File: src/rtl/load_store_unit_if.sv
// ---------------------------------------------------------------------------
// load_store_unit_if
//
// Bundles the pipeline-side request/response signals and the D-cache
// req/ack bus of the load/store unit.
//
// Handshake: dmem_req rises when the unit enters its request state. It stays
// high, with dmem_we/dmem_addr/dmem_wdata/dmem_wstrb stable, until the first
// cycle where dmem_ack is sampled high on a rising clock edge. That cycle
// completes the transfer, and dmem_ack may already be high in the first
// dmem_req cycle. dmem_ack seen while dmem_req is low is ignored.
//
// Modports:
//   master - the load/store unit (drives the memory request and the
//            pipeline responses)
//   slave  - the surrounding pipeline/memory environment
//
// Signals:
//   mem_read, mem_write, funct3, addr, store_data  pipeline request
//   stall, done, load_data, error                  pipeline response
//   dmem_req, dmem_we, dmem_addr, dmem_wdata,
//   dmem_wstrb                                     memory request
//   dmem_rdata, dmem_ack                           memory response
//   dbg_state                                      FSM state (0 IDLE, 1 REQ, 2 DONE)
// ---------------------------------------------------------------------------
interface load_store_unit_if #(
    parameter int ADDR_WIDTH = 32
);
    logic                  mem_read;
    logic                  mem_write;
    logic [2:0]            funct3;
    logic [ADDR_WIDTH-1:0] addr;
    logic [31:0]           store_data;

    logic                  stall;
    logic                  done;
    logic [31:0]           load_data;
    logic                  error;

    logic                  dmem_req;
    logic                  dmem_we;
    logic [ADDR_WIDTH-1:0] dmem_addr;
    logic [31:0]           dmem_wdata;
    logic [3:0]            dmem_wstrb;
    logic [31:0]           dmem_rdata;
    logic                  dmem_ack;

    logic [1:0]            dbg_state;

    modport master (
        input  mem_read, mem_write, funct3, addr, store_data,
        input  dmem_rdata, dmem_ack,
        output stall, done, load_data, error,
        output dmem_req, dmem_we, dmem_addr, dmem_wdata, dmem_wstrb,
        output dbg_state
    );

    modport slave (
        output mem_read, mem_write, funct3, addr, store_data,
        output dmem_rdata, dmem_ack,
        input  stall, done, load_data, error,
        input  dmem_req, dmem_we, dmem_addr, dmem_wdata, dmem_wstrb,
        input  dbg_state
    );
endinterface

File: src/rtl/load_store_unit.sv
// ---------------------------------------------------------------------------
// load_store_unit
//
// This is the data-memory side of the pipeline. It takes a load or store
// request from decode/EX and turns it into a single req/ack transfer to the
// D-cache. For a store it places the data in the correct byte lanes. For a
// load it returns the sign- or zero-extended result. The pipeline is stalled
// while an access is outstanding, and done pulses for one cycle when the
// access completes.
//
// Ports:
//   clk   - rising-edge clock
//   reset - asynchronous, active-high
//   bus   - load_store_unit_if.master (pipeline request/response, D-cache bus,
//           debug state)
//
// Build option:
//   LSU_MISALIGN_TRAP_EN - when defined, misaligned H/W accesses and the
//   undefined funct3 codes (011, 110, 111) complete immediately with
//   error=1 and no memory access. When undefined, nothing traps: the low
//   address bits are truncated to the access size, and unknown funct3 codes
//   act as W.
// ---------------------------------------------------------------------------
module load_store_unit #(
    parameter int ADDR_WIDTH = 32
) (
    input  logic               clk,
    input  logic               reset,
    load_store_unit_if.master  bus
);

    typedef enum logic [1:0] {
        IDLE = 2'd0,
        REQ  = 2'd1,
        DONE = 2'd2
    } state_e;

    state_e                state_q;
    logic                  req_q;
    logic                  we_q;
    logic [ADDR_WIDTH-1:0] addr_q;
    logic [31:0]           wdata_q;
    logic [3:0]            wstrb_q;
    logic [2:0]            funct3_q;
    logic [1:0]            off_q;
    logic [31:0]           load_data_q;
    logic                  done_q;
    logic                  error_q;

    // Request decode (IDLE-side next values)
    logic                  req_valid;
    logic                  we_d;
    logic [1:0]            size_d;
    logic [1:0]            off_d;
    logic [ADDR_WIDTH-1:0] addr_d;
    logic [31:0]           wdata_d;
    logic [3:0]            wstrb_d;
    logic                  illegal_d;

    // Read-data extraction (REQ-side next value)
    logic [31:0]           rdata_shift;
    logic [7:0]            rbyte;
    logic [15:0]           rhalf;
    logic [31:0]           load_data_d;

    assign req_valid = bus.mem_read | bus.mem_write;
    // A write takes priority when both request lines are set.
    assign we_d      = bus.mem_write;
    // Bit 2 of funct3 only selects the sign, so bits [1:0] give the size.
    // Codes 10 and 11 both act as W.
    assign size_d    = bus.funct3[1:0];
    assign off_d     = bus.addr[1:0];
    assign addr_d    = {bus.addr[ADDR_WIDTH-1:2], 2'b00};

    always_comb begin
        wdata_d = bus.store_data;
        wstrb_d = 4'b1111;
        case (size_d)
            2'b00: begin
                wdata_d = {4{bus.store_data[7:0]}};
                wstrb_d = 4'b0001 << off_d;
            end
            2'b01: begin
                // addr[0] is dropped here; in a trapping build it has
                // already been rejected.
                wdata_d = {2{bus.store_data[15:0]}};
                wstrb_d = 4'b0011 << {off_d[1], 1'b0};
            end
            default: begin
                wdata_d = bus.store_data;
                wstrb_d = 4'b1111;
            end
        endcase
        if (!we_d) begin
            wstrb_d = 4'b0000;
        end
    end

`ifdef LSU_MISALIGN_TRAP_EN
    always_comb begin
        illegal_d = 1'b0;
        if (bus.funct3 == 3'b011 || bus.funct3 == 3'b110 || bus.funct3 == 3'b111) begin
            illegal_d = 1'b1;
        end else if (size_d == 2'b01 && off_d[0]) begin
            illegal_d = 1'b1;
        end else if (size_d == 2'b10 && off_d != 2'b00) begin
            illegal_d = 1'b1;
        end
    end
`else
    assign illegal_d = 1'b0;
`endif

    always_comb begin
        rdata_shift = bus.dmem_rdata >> {off_q, 3'b000};
        rbyte       = rdata_shift[7:0];
        rhalf       = off_q[1] ? bus.dmem_rdata[31:16] : bus.dmem_rdata[15:0];
        case (funct3_q[1:0])
            2'b00:   load_data_d = {{24{~funct3_q[2] & rbyte[7]}}, rbyte};
            2'b01:   load_data_d = {{16{~funct3_q[2] & rhalf[15]}}, rhalf};
            default: load_data_d = bus.dmem_rdata;
        endcase
    end

    always_ff @(posedge clk or posedge reset) begin
        if (reset) begin
            state_q     <= IDLE;
            req_q       <= 1'b0;
            we_q        <= 1'b0;
            addr_q      <= '0;
            wdata_q     <= '0;
            wstrb_q     <= '0;
            funct3_q    <= '0;
            off_q       <= '0;
            load_data_q <= '0;
            done_q      <= 1'b0;
            error_q     <= 1'b0;
        end else begin
            done_q  <= 1'b0;
            error_q <= 1'b0;
            case (state_q)
                IDLE: begin
                    if (req_valid) begin
                        if (illegal_d) begin
                            // A rejected access skips the memory and
                            // completes on the next cycle.
                            state_q <= DONE;
                            done_q  <= 1'b1;
                            error_q <= 1'b1;
                        end else begin
                            state_q  <= REQ;
                            req_q    <= 1'b1;
                            we_q     <= we_d;
                            addr_q   <= addr_d;
                            wdata_q  <= wdata_d;
                            wstrb_q  <= wstrb_d;
                            funct3_q <= bus.funct3;
                            off_q    <= off_d;
                        end
                    end
                end
                REQ: begin
                    if (bus.dmem_ack) begin
                        if (!we_q) begin
                            load_data_q <= load_data_d;
                        end
                        req_q   <= 1'b0;
                        done_q  <= 1'b1;
                        state_q <= DONE;
                    end
                end
                DONE: begin
                    // Any request still visible here belongs to the
                    // instruction that just completed.
                    state_q <= IDLE;
                end
                default: begin
                    state_q <= IDLE;
                    req_q   <= 1'b0;
                end
            endcase
        end
    end

    // In IDLE the stall must rise in the same cycle the request appears.
    // An asserted reset forces it low straight away.
    assign bus.stall      = ((state_q == IDLE) && req_valid && !reset) || req_q;
    assign bus.done       = done_q;
    assign bus.error      = error_q;
    assign bus.load_data  = load_data_q;
    assign bus.dmem_req   = req_q;
    assign bus.dmem_we    = we_q;
    assign bus.dmem_addr  = addr_q;
    assign bus.dmem_wdata = wdata_q;
    assign bus.dmem_wstrb = wstrb_q;
    assign bus.dbg_state  = state_q;

endmodule

File: src/flat_wrapper.sv
// flat-port wrapper written by rule: the top's interface ports become plain ports
module load_store_unit_flat 
#(
    parameter int ADDR_WIDTH = 32
)
  (clk, reset, bus_mem_read, bus_mem_write, bus_funct3, bus_addr, bus_store_data, bus_dmem_rdata, bus_dmem_ack, bus_stall, bus_done, bus_load_data, bus_error, bus_dmem_req, bus_dmem_we, bus_dmem_addr, bus_dmem_wdata, bus_dmem_wstrb, bus_dbg_state);
  load_store_unit_if #(.ADDR_WIDTH(ADDR_WIDTH)) bus_i ();
  input  logic clk;
  input  logic reset;
  input wire logic [$bits(bus_i.mem_read)-1:0] bus_mem_read;
  input wire logic [$bits(bus_i.mem_write)-1:0] bus_mem_write;
  input wire logic [$bits(bus_i.funct3)-1:0] bus_funct3;
  input wire logic [$bits(bus_i.addr)-1:0] bus_addr;
  input wire logic [$bits(bus_i.store_data)-1:0] bus_store_data;
  input wire logic [$bits(bus_i.dmem_rdata)-1:0] bus_dmem_rdata;
  input wire logic [$bits(bus_i.dmem_ack)-1:0] bus_dmem_ack;
  output wire logic [$bits(bus_i.stall)-1:0] bus_stall;
  output wire logic [$bits(bus_i.done)-1:0] bus_done;
  output wire logic [$bits(bus_i.load_data)-1:0] bus_load_data;
  output wire logic [$bits(bus_i.error)-1:0] bus_error;
  output wire logic [$bits(bus_i.dmem_req)-1:0] bus_dmem_req;
  output wire logic [$bits(bus_i.dmem_we)-1:0] bus_dmem_we;
  output wire logic [$bits(bus_i.dmem_addr)-1:0] bus_dmem_addr;
  output wire logic [$bits(bus_i.dmem_wdata)-1:0] bus_dmem_wdata;
  output wire logic [$bits(bus_i.dmem_wstrb)-1:0] bus_dmem_wstrb;
  output wire logic [$bits(bus_i.dbg_state)-1:0] bus_dbg_state;
  assign bus_i.mem_read = bus_mem_read;
  assign bus_i.mem_write = bus_mem_write;
  assign bus_i.funct3 = bus_funct3;
  assign bus_i.addr = bus_addr;
  assign bus_i.store_data = bus_store_data;
  assign bus_i.dmem_rdata = bus_dmem_rdata;
  assign bus_i.dmem_ack = bus_dmem_ack;
  assign bus_stall = bus_i.stall;
  assign bus_done = bus_i.done;
  assign bus_load_data = bus_i.load_data;
  assign bus_error = bus_i.error;
  assign bus_dmem_req = bus_i.dmem_req;
  assign bus_dmem_we = bus_i.dmem_we;
  assign bus_dmem_addr = bus_i.dmem_addr;
  assign bus_dmem_wdata = bus_i.dmem_wdata;
  assign bus_dmem_wstrb = bus_i.dmem_wstrb;
  assign bus_dbg_state = bus_i.dbg_state;
  load_store_unit #(.ADDR_WIDTH(ADDR_WIDTH)) u_core (.clk(clk), .reset(reset), .bus(bus_i));
endmodule
File: config.mk
export PLATFORM = sky130hd
export DESIGN_NAME = load_store_unit_flat
export DESIGN_NICKNAME = d
export VERILOG_FILES = /design/src/rtl/load_store_unit_if.sv /design/src/rtl/load_store_unit.sv /design/src/flat_wrapper.sv
export SDC_FILE = /design/constraint.sdc
export NUM_CORES = 1
export LEC_CHECK = 0
export ABC_AREA = 0
export BUFFER_PORTS_ARGS = -buffer_cell sky130_fd_sc_hd__buf_2
export CAP_MARGIN = 40
export CORE_AREA = 2 2 121 88
export DETAILED_ROUTE_END_ITERATION = 16
export DIE_AREA = 0 0 123 90
export GPL_ROUTABILITY_DRIVEN = 0
export GPL_TIMING_DRIVEN = 0
export PLACE_DENSITY_LB_ADDON = 0.05
export REMOVE_ABC_BUFFERS = 1
export SLEW_MARGIN = 10
export SYNTH_ARGS = -nofsm -noshare
export SYNTH_HDL_FRONTEND = slang
export SYNTH_SLANG_ARGS = --single-unit
File: constraint.sdc
create_clock -name clk -period 8.14 [get_ports clk]
set_clock_uncertainty 0.05 [all_clocks]
set_input_delay 1.221 -clock clk [delete_from_list [all_inputs] [get_ports clk]]
set_output_delay 1.221 -clock clk [all_outputs]
set_load 0.05 [all_outputs]
==> results of run 1 <==
[layout by cell type (no fill, tap or decap), types with 2 or more instances in the layout]
cell type / instances
nand3b_1: 9
nand2_1: 66
a21oi_1: 23
conb_1: 3
nand2b_1: 6
o21ai_0: 46
buf_2: 207
clkinv_4: 5
and3b_1: 2
inv_1: 3
mux2i_1: 26
mux2_2: 50
nor2b_1: 2
dfrtp_1: 108
buf_16: 3
nand3_1: 32
buf_8: 2
clkbuf_16: 9
o21bai_1: 2
or2_2: 2
a222oi_1: 5
nor2_1: 18
[power by group through the flow]
stage               Sequential, mW  Clock (mW)  Combinational, mW
CTS                          0.950       0.420               1.79
global route                 0.985       0.442               1.88
floorplan                     1.81           0              0.472
detailed placement           0.959           0               1.79
global placement             0.962           0               1.74
finish                       0.950       0.408               1.77
[cells by family (layout without fill, tap and decap cells)]
| logic type | count (synthesis) | in the layout | share of synthesized area, % |
|---|---|---|---|
| AO/OA/AOI/OAI | 83 | 83 | 9.771 |
| buffers and inverters | 36 | 234 | 3.456 |
| flip-flops | 108 | 108 | 56.13 |
| multiplexers | 76 | 76 | 17.10 |
| other | 1 | 3 | 0.07789 |
| AND/OR/NAND/NOR | 140 | 140 | 13.46 |
[cell type report]
type / count / area, um2
inverter: 4 / 20.02
clock inverter: 6 / 51.30
timing repair buffer: 214 / 1176
multi-input combinational: 302 / 1969
tap: 132 / 165.2
fill: 876 / 3694
sequential: 108 / 2703
clock buffer: 10 / 229.0
[stage by stage]
| stage | area, um2 | hold slack (ns) |
|---|---|---|
| 6_report | 6314 | 0.4225 |
| 5_1_grt | 6314 | 0.4453 |
| 4_1_cts | 6314 | 0.4308 |
| 3_5_place_dp | 6033 | 0.4151 |
| 3_3_place_gp | 5872 | 0.4062 |
| 2_1_floorplan | 4671 | 0.4510 |
[worst min-delay path, cell delays in order, from the launching register on]
cell and delay, ns:
dfrtp_1 0.34, nand2_1 0.04, o21ai_0 0.05
[cells in the mapped netlist, types with 2 or more instances]
cell type    n
dfrtp_1    108
mux2i_1     26
buf_2        9
nand3b_1     9
o21ai_0     46
or2_2        2
nor2b_1      2
mux2_2      50
nand2_1     66
nand2b_1     6
inv_1        4
a222oi_1     5
nor2_1      18
nand3_1     32
buf_4        3
o21bai_1     2
clkbuf_1    16
buf_1        2
a21oi_1     23
and3b_1      2
[layer usage]
metal / part of all wire [%] / global-route usage (%) / vias up
li1: - / - / 1941
met1: 44 / 30.59 / 1868
met2: 45 / 33.52 / 164
met3: 9.6 / 6.916 / 14
met4: 1.3 / 6.155 / 0
met5: 0 / 0 / -
[registers in the layout, indices dropped and copies added, names as in the netlist]
| name | flops |
|---|---|
| u_core.bus.dmem_wdata | 32 |
| u_core.bus.load_data | 32 |
| u_core.bus.dmem_addr | 30 |
| u_core.bus.dmem_wstrb | 4 |
| u_core.funct3_q | 3 |
| u_core.bus.dbg_state | 2 |
| u_core.off_q | 2 |
| u_core.bus.dmem_req | 1 |
| u_core.bus.dmem_we | 1 |
| u_core.bus.done | 1 |
[worst max path at each step]
stage / from / endpoint / depth (start not counted)
floorplan: bus_mem_write / bus_stall / 2
global placement: bus_mem_write / bus_stall / 4
detailed placement: bus_mem_write / bus_stall / 4
CTS: bus_mem_write / bus_stall / 4
global route: bus_mem_write / bus_stall / 4
finish: bus_mem_write / bus_stall / 4
==> results_dict.tcl, run 1 <==
set metrics [dict create \
    drt-initial-drc-count 269 \
    path_delay_family "compound AO/OA/AOI/OAI gates" \
    viasPerCell 5.138 \
    port_buffers 207 \
    instances_no_fill 776 \
    dp.cells 760 \
    cts_setup_buffers 0 \
    cp_data_arrival_time_ns 2.09 \
    synth_top_area_share_pct 56.13 \
    drv_cap 0 \
    synthFlopType "dfrtp_1" \
    drt_first_pass_iters 4 \
    antenna_found_initial 0 \
    period_share_pct 41.28 \
    critPathKind "in -> out" \
    critPathCaptureType "output pin" \
    synth_seq_cells 108 \
    cts_buffer_depth 2 \
    grt.overflow.total 0 \
    crit_fanout 14 \
    fin_ws_ns 4.780 \
    slew_violations 0 \
    wire_per_inst_um 15.72 \
    reg2reg_from "u_core.funct3_q[1]" \
    pre_cts_ws_ns 4.760 \
    leakagePower_nw 3.175 \
    fmax_ghz 0.2976 \
    synthTopCellsByArea "dfrtp_1 56%, mux2_2 12%, mux2i_1 5.4%" \
    grt_max_degree 80 \
    crit_top_cell "buf_2" \
    rrSetupSlack_ns 5.63 \
    antennaDiodeCount 0 \
    path_cells "buf_2 -> o21ai_4 -> o21bai_1 -> buf_2" \
    avgSynthCellArea_um2 10.84 \
    initial_core_util_pct 48.11 \
    min-delay-start "u_core.bus.dmem_wdata[31]" \
    hpwlAfterDp_um 8887 \
    power_density_mw_per_mm2 496.2 \
    max_slew_margin_pct 43.95 \
    rr_worst_depth 4 \
    worst_slew_pin_slew_ns 0.8371 \
    clock_latency_ns 0.34 \
    cts_hold_buf 0 \
    synth_top_area_cell "dfrtp_1" \
    status "finished, final reports clean" \
    p_int_mw 1.484 \
    drtAntennaViolNets 0 \
    cts_buffers 9 \
    grt_pass1_vias 3810 \
    dieArea_mm2 0.01107 \
    synthArstFlopShare_pct 100.0 \
    num_rows 31 \
    pin_count 211 \
    worstHoldPathCells 2 \
    pwr-share-clk_pct 13.0 \
    critPathRequiredTime_ns 6.87 \
    drive_gt1_share_pct 44.41 \
    die_y_um 90 \
    p_total_mw 3.133 \
    power_frac_seq_pct 30.3 \
    cts_tree "yes" \
    rsz0062_at_grt "false" \
    syn_to_final_growth_pct 31.13 \
    clkTransAtPathRegs_ns 0.07 \
    power.net_switching_mw 1.649 \
    grt_pass1_wl_um 19230 \
    synth_cell_types 33 \
    cts_sinks 108 \
    finalSetupViolCount 0 \
    netSwitchingFraction_pct 52.62 \
    grt_util_all_layers_pct 22.07 \
    peakVddDrop_v 0.0002782 \
    synthCells 444 \
    synth_area_mm2 0.004815 \
    utilization_pct 63.09 \
    timing.rr.end "u_core.bus.load_data[23]" \
    post_cts_resized 0 \
    cpMaxStageDelayCell "o21ai_4" \
    start_kind "input port" \
    hold_viol_final 0 \
    hold_class "reg -> reg" \
    period_minus_slack_ns 3.360 \
    cpPeakStageDelay_ns 0.41 \
    comb_power_share_pct 56.7 \
    whs_endpoint "u_core.bus.dmem_wdata[31]" \
    detail_route.drc_violations 0 \
    cp.buffers_inverters 2 \
    h-tree-depth 3 \
    nNetsFinal 743 \
    core_region_area_mm2 0.01001 \
    fin_setup_tns_ns 0 \
    cts_root_buffer "clkbuf_16" \
    synth_edf_count 0 \
    yosysSeqAreaShare_pct 56.13 \
    via_count 3987 \
    die_x_um 123 \
    wl_um 12200 \
    ys_warn_count 0 \
]
No activity file was read; power rests on OpenSTA's default activity.
==> run 2, diff against run 1 <==
- CORE_AREA: 2 2 121 88 -> 2 2 123 89
- DIE_AREA: 0 0 123 90 -> 0 0 125 91
- clock period: 8.14 -> 3.3 ns (I/O delays scaled with it)
==> run 2 against run 1 <==
Against the previous run: sequential cell count stayed put; global-route usage is 0.075 points lower; via count grew 0.40%; sequential power increased by 150%; count of clock-buffer cells in the layout did not move; critical path depth increased by 1.
==> results_dict.tcl, run 2 (same netlist as run 1, synthesis figures left out) <==
set metrics [dict create \
    status "finished, final reports clean" \
    wl_met1_um 5589 \
    critPathKind "reg -> reg" \
    clock_latency_ns 0.35 \
    met3_length_um 1070 \
    wl_um 12310 \
    cts_buffers 9 \
    grt_max_degree 82 \
    antenna_found_initial 0 \
    drtAntennaViolNets 0 \
    cts_root_buffer "clkbuf_16" \
    post_cts_resized 0 \
    grt_util_all_layers_pct 22.00 \
    antennaDiodeCount 0 \
    finalSetupViolCount 0 \
    wl_met2_um 5515 \
    core_region_area_mm2 0.01016 \
    cts_sinks 108 \
    dp.cells 760 \
    multi_input_area_mm2 0.001969 \
    pin_count 211 \
    cts_hold_buf 0 \
    slew_violations 0 \
    seqCellArea_mm2 0.002703 \
    hpwlAfterDp_um 9020 \
    wire_per_inst_um 15.88 \
    highest_layer "met4" \
    cpPeakStageDelay_ns 0.71 \
    fmax_ghz 0.3843 \
    cts_setup_buffers 0 \
    hold_viol_final 0 \
    start_kind "flop" \
    crit_fanout 23 \
    viasPerCell 5.165 \
    drt_first_pass_iters 7 \
    power_density_mw_per_mm2 1238 \
    instances_no_fill 775 \
    dieArea_mm2 0.01138 \
    cp_data_arrival_time_ns 2.82 \
    period_minus_slack_ns 2.602 \
    clkTransAtPathRegs_ns 0.07 \
    peakVddDrop_v 0.0006305 \
    path_cells "buf_16 -> nor3b_2 -> nand2_1 -> a311o_1 -> nand3_1" \
    hold_class "in -> async" \
    drt-initial-drc-count 191 \
    critPathCaptureType "flop" \
    pre_cts_ws_ns 0.7137 \
    die_y_um 91 \
    grt_pass1_vias 3909 \
    cpMaxStageDelayCell "nor3b_2" \
    leakagePower_nw 3.196 \
    initial_core_util_pct 47.38 \
    port_buffers 207 \
    h-tree-depth 3 \
    die_x_um 125 \
    num_rows 31 \
    max_slew_margin_pct 43.96 \
    fin_ws_ns 0.6977 \
    nNetsFinal 743 \
    rsz0062_at_grt "false" \
    grt_pass1_wl_um 20020 \
    detail_route.drc_violations 0 \
    fin_hold_ws_ns 0.06790 \
    cts_tree "yes" \
    grt.overflow.total 0 \
    via_count 4003 \
    syn_to_final_growth_pct 31.94 \
    layout_commonest_cell "buf_2" \
    drv_cap 0 \
    fill_cells 885 \
    path_delay_family "simple AND/OR/NAND/NOR gates" \
    period_share_pct 78.86 \
    cts_buffer_depth 2 \
    layout_common_cells "207 x buf_2, 108 x dfrtp_1, 66 x nand2_1" \
    cp.buffers_inverters 1 \
    critPathRequiredTime_ns 3.52 \
    drive_gt1_share_pct 44.32 \
    worst_slew_pin_slew_ns 0.8370 \
]
-- run 2: cell types whose count changed in the layout (fill, tap and decap cells not counted), sizes merged --
cell,before,now
clkinv,5,2
bufinv,0,2
-- run 2: per-layer routing --
layer  GRT usage (%)  up-vias
li1                -     1940
met2           32.93      156
met1           30.83     1896
met3           7.602       11
met5               0        -
met4           5.648        0
-- run 2: area by class of cell --
type | count | share of cell area [%]
sequential | 108 | 42.54
multi-input combinational | 302 | 31.00
timing repair buffer | 214 | 18.71
clock buffer | 10 | 3.604
tap | 132 | 2.600
clock inverter | 5 | 1.221
inverter | 4 | 0.3151
-- run 2: worst paths after layout --
path / slack [ns] / cells past startpoint / to / from
min in group clk: 0.33 / 2 / u_core.bus.dmem_addr[20] / bus_addr[20]
worst max register to register: 0.70 / 5 / u_core.bus.load_data[21] / u_core.funct3_q[1]
worst min register to register: 0.42 / 2 / u_core.bus.dmem_wdata[27] / u_core.bus.dmem_wdata[27]
worst max-delay path: 0.70 / 5 / u_core.bus.load_data[21] / u_core.funct3_q[1]
max in group asynchronous: 2.45 / 3 / u_core.bus.load_data[13] / reset
worst min-delay path: 0.07 / 2 / u_core.bus.dmem_addr[30] / reset
-- run 2: through the flow --
stage / area (um2) / utilization, % / power [mW] / setup TNS, ns
3_3_place_gp: 5872 / 57.78 / 6.665 / -382.65
6_report: 6352 / 62.51 / 7.865 / 0
4_1_cts: 6352 / 62.51 / 7.943 / 0
2_1_floorplan: 4671 / - / 5.627 / -110.13
5_1_grt: 6352 / 62.51 / 8.302 / 0
3_5_place_dp: 6046 / 59.49 / 6.793 / 0
-- run 2: power by group --
part / internal (mW) / total [mW] / switching, mW
Sequential: 1.96 / 2.34 / 0.387
Clock: 0.659 / 1.13 / 0.469
Combinational: 1.20 / 4.39 / 3.19
Total: 3.82 / 7.87 / 4.05
==> run 3, diff against run 2 <==
- clock period: 3.3 -> 2.5 ns (I/O delays scaled with it)
==> run 3 against run 2 <==
Against the previous run: cell count rose by 0.13%; worst setup slack worse by 0.50 ns; worst hold slack gained 0.14 ns; fmax up 13%; register-to-register slack got worse by 0.50 ns; clock power increased by 32%; global-route usage increased by 0.090 points; critical path depth is the same; non-clock buffer count up 1; count of clock-buffer cells in the layout unchanged; sequential cell count is the same; total power increased by 32%.
==> results_dict.tcl, run 3 (same netlist as run 1, synthesis figures left out) <==
set metrics [dict create \
    status "finished, final reports clean" \
    fmax_ghz 0.4346 \
    period_share_pct 92.04 \
    hpwlAfterDp_um 9020 \
    core_region_area_mm2 0.01016 \
    cts_buffer_depth 2 \
    detail_route.drc_violations 0 \
    nNetsFinal 744 \
    power.net_switching_mw 5.357 \
    pin_count 211 \
    cts_setup_buffers 0 \
    layout_common_cells "207 x buf_2, 108 x dfrtp_1, 66 x nand2_1" \
    drt_first_pass_iters 4 \
    hold_class "in -> reg" \
    port_buffers 207 \
    layout_commonest_cell "buf_2" \
    timing.rr.end "u_core.bus.load_data[26]" \
    antennaDiodeCount 0 \
    dieArea_mm2 0.01138 \
    num_rows 31 \
    cts_buffers 9 \
    drv_cap 0 \
    drtAntennaViolNets 0 \
    power_density_mw_per_mm2 1633 \
    fill_cells 881 \
    reg2reg_from "u_core.funct3_q[1]" \
    slew_violations 0 \
    viasPerCell 5.119 \
    netSwitchingFraction_pct 51.47 \
    grt_max_degree 82 \
    worst_slew_pin_slew_ns 0.7136 \
    critPathKind "reg -> reg" \
    drt-initial-drc-count 202 \
    die_y_um 91 \
    syn_to_final_growth_pct 32.38 \
    initial_core_util_pct 47.38 \
    critPathRequiredTime_ns 2.73 \
    die_x_um 125 \
    cts_tree "yes" \
    min-delay-start "bus_addr[20]" \
    leakagePower_nw 3.204 \
    pwr-share-clk_pct 14.3 \
    hold_viol_final 0 \
    wire_per_inst_um 15.92 \
    grt_pass1_vias 3933 \
    finalSetupViolCount 0 \
    power_frac_seq_pct 29.8 \
    utilization_pct 62.72 \
    max_slew_margin_pct 52.42 \
    worstHoldPathCells 2 \
    comb_power_share_pct 55.9 \
    instances_no_fill 776 \
    antenna_found_initial 0 \
    rr_worst_depth 5 \
    period_minus_slack_ns 2.301 \
    drive_gt1_share_pct 44.41 \
    cts_sinks 108 \
    grt_pass1_wl_um 20100 \
    cp_data_arrival_time_ns 2.53 \
    h-tree-depth 3 \
    crit_fanout 23 \
    p_int_mw 5.052 \
    start_kind "flop" \
    cts_root_buffer "clkbuf_16" \
    rsz0062_at_grt "false" \
    clock_latency_ns 0.35 \
    via_count 3972 \
    grt_util_all_layers_pct 22.09 \
    wl_um 12360 \
    critPathCaptureType "flop" \
    whs_endpoint "u_core.bus.dmem_addr[20]" \
    rrSetupSlack_ns 0.20 \
    grt.overflow.total 0 \
    clkTransAtPathRegs_ns 0.07 \
    dp.cells 760 \
    peakVddDrop_v 0.0008335 \
]
## run 3: cell types whose count changed in the layout (fill, tap and decap cells not counted), sizes merged
| cell | previous run | this run |
|---|---|---|
| dlygate4sd3 | 0 | 1 |
## run 3: cell type report
| cell class | instances | area [um2] | share of cell area [%] |
|---|---|---|---|
| clock buffer | 10 | 229.0 | 3.592 |
| clock inverter | 5 | 77.57 | 1.217 |
| inverter | 4 | 20.02 | 0.3141 |
| multi-input combinational | 302 | 1981 | 31.08 |
| sequential | 108 | 2703 | 42.40 |
| tap | 132 | 165.2 | 2.591 |
| timing repair buffer | 215 | 1199 | 18.81 |
## run 3: layer usage
layer,share of wire [%],global-route usage (%),up-vias
met4,1.3,5.741,0
met2,45,33.15,151
met1,45,30.87,1870
met3,8.8,7.602,14
li1,-,-,1937
met5,0,0,-
## run 3: metrics by stage
| stage | TNS (ns) | cell area, um2 | hold slack, ns | setup WS, ns | total power, mW |
|---|---|---|---|---|---|
| final | 0 | 6374 | 0.2045 | 0.1989 | 10.41 |
| after global routing | 0 | 6374 | 0.2005 | 0.003426 | 10.98 |
| after CTS | 0 | 6369 | 0.1942 | 0.09125 | 10.50 |
| after detailed placement | -1.056 | 6046 | 0.3216 | -0.08634 | 8.967 |
| after global placement | -523.51 | 5872 | 0.4064 | -3.830 | 8.625 |
| after floorplan | -233.77 | 4671 | 0.4323 | -3.020 | 7.428 |
## run 3: power by group through the flow
stage | clock (mW) | sequential (mW) | combinational (mW)
after floorplan | 0 | 5.89 | 1.54
after global placement | 0 | 3.12 | 5.51
after detailed placement | 0 | 3.13 | 5.84
after CTS | 1.53 | 3.11 | 5.86
after global routing | 1.60 | 3.23 | 6.15
final | 1.49 | 3.10 | 5.82
## run 3: how the worst max path moves through the flow
stage                     depth (start not counted)  slack (ns)                        end          startpoint
after CTS                                         5        0.09   u_core.bus.load_data[26]  u_core.funct3_q[1]
after detailed placement                          5       -0.09   u_core.bus.load_data[26]  u_core.funct3_q[1]
final                                             5        0.20   u_core.bus.load_data[26]  u_core.funct3_q[1]
after floorplan                                   2       -3.02                  bus_stall       bus_mem_write
after global routing                              4       0.003   u_core.bus.load_data[15]     u_core.off_q[1]
after global placement                            3       -3.83  u_core.bus.dmem_wdata[12]       bus_mem_write
## run 3: critical path: stages, from the launching register on
cell	delay, ns
dfrtp_1	0.55
buf_16	0.25
nor3b_4	0.52
nand2_1	0.15
a311o_2	0.56
nand3_1	0.13
## run 3: what timing repair did
item                                   in CTS  in global routing
setup endpoints to repair                  16                 20
hold buffers                                1                  0
endpoints found under the hold margin      27                  0
resized for setup                           1                  2
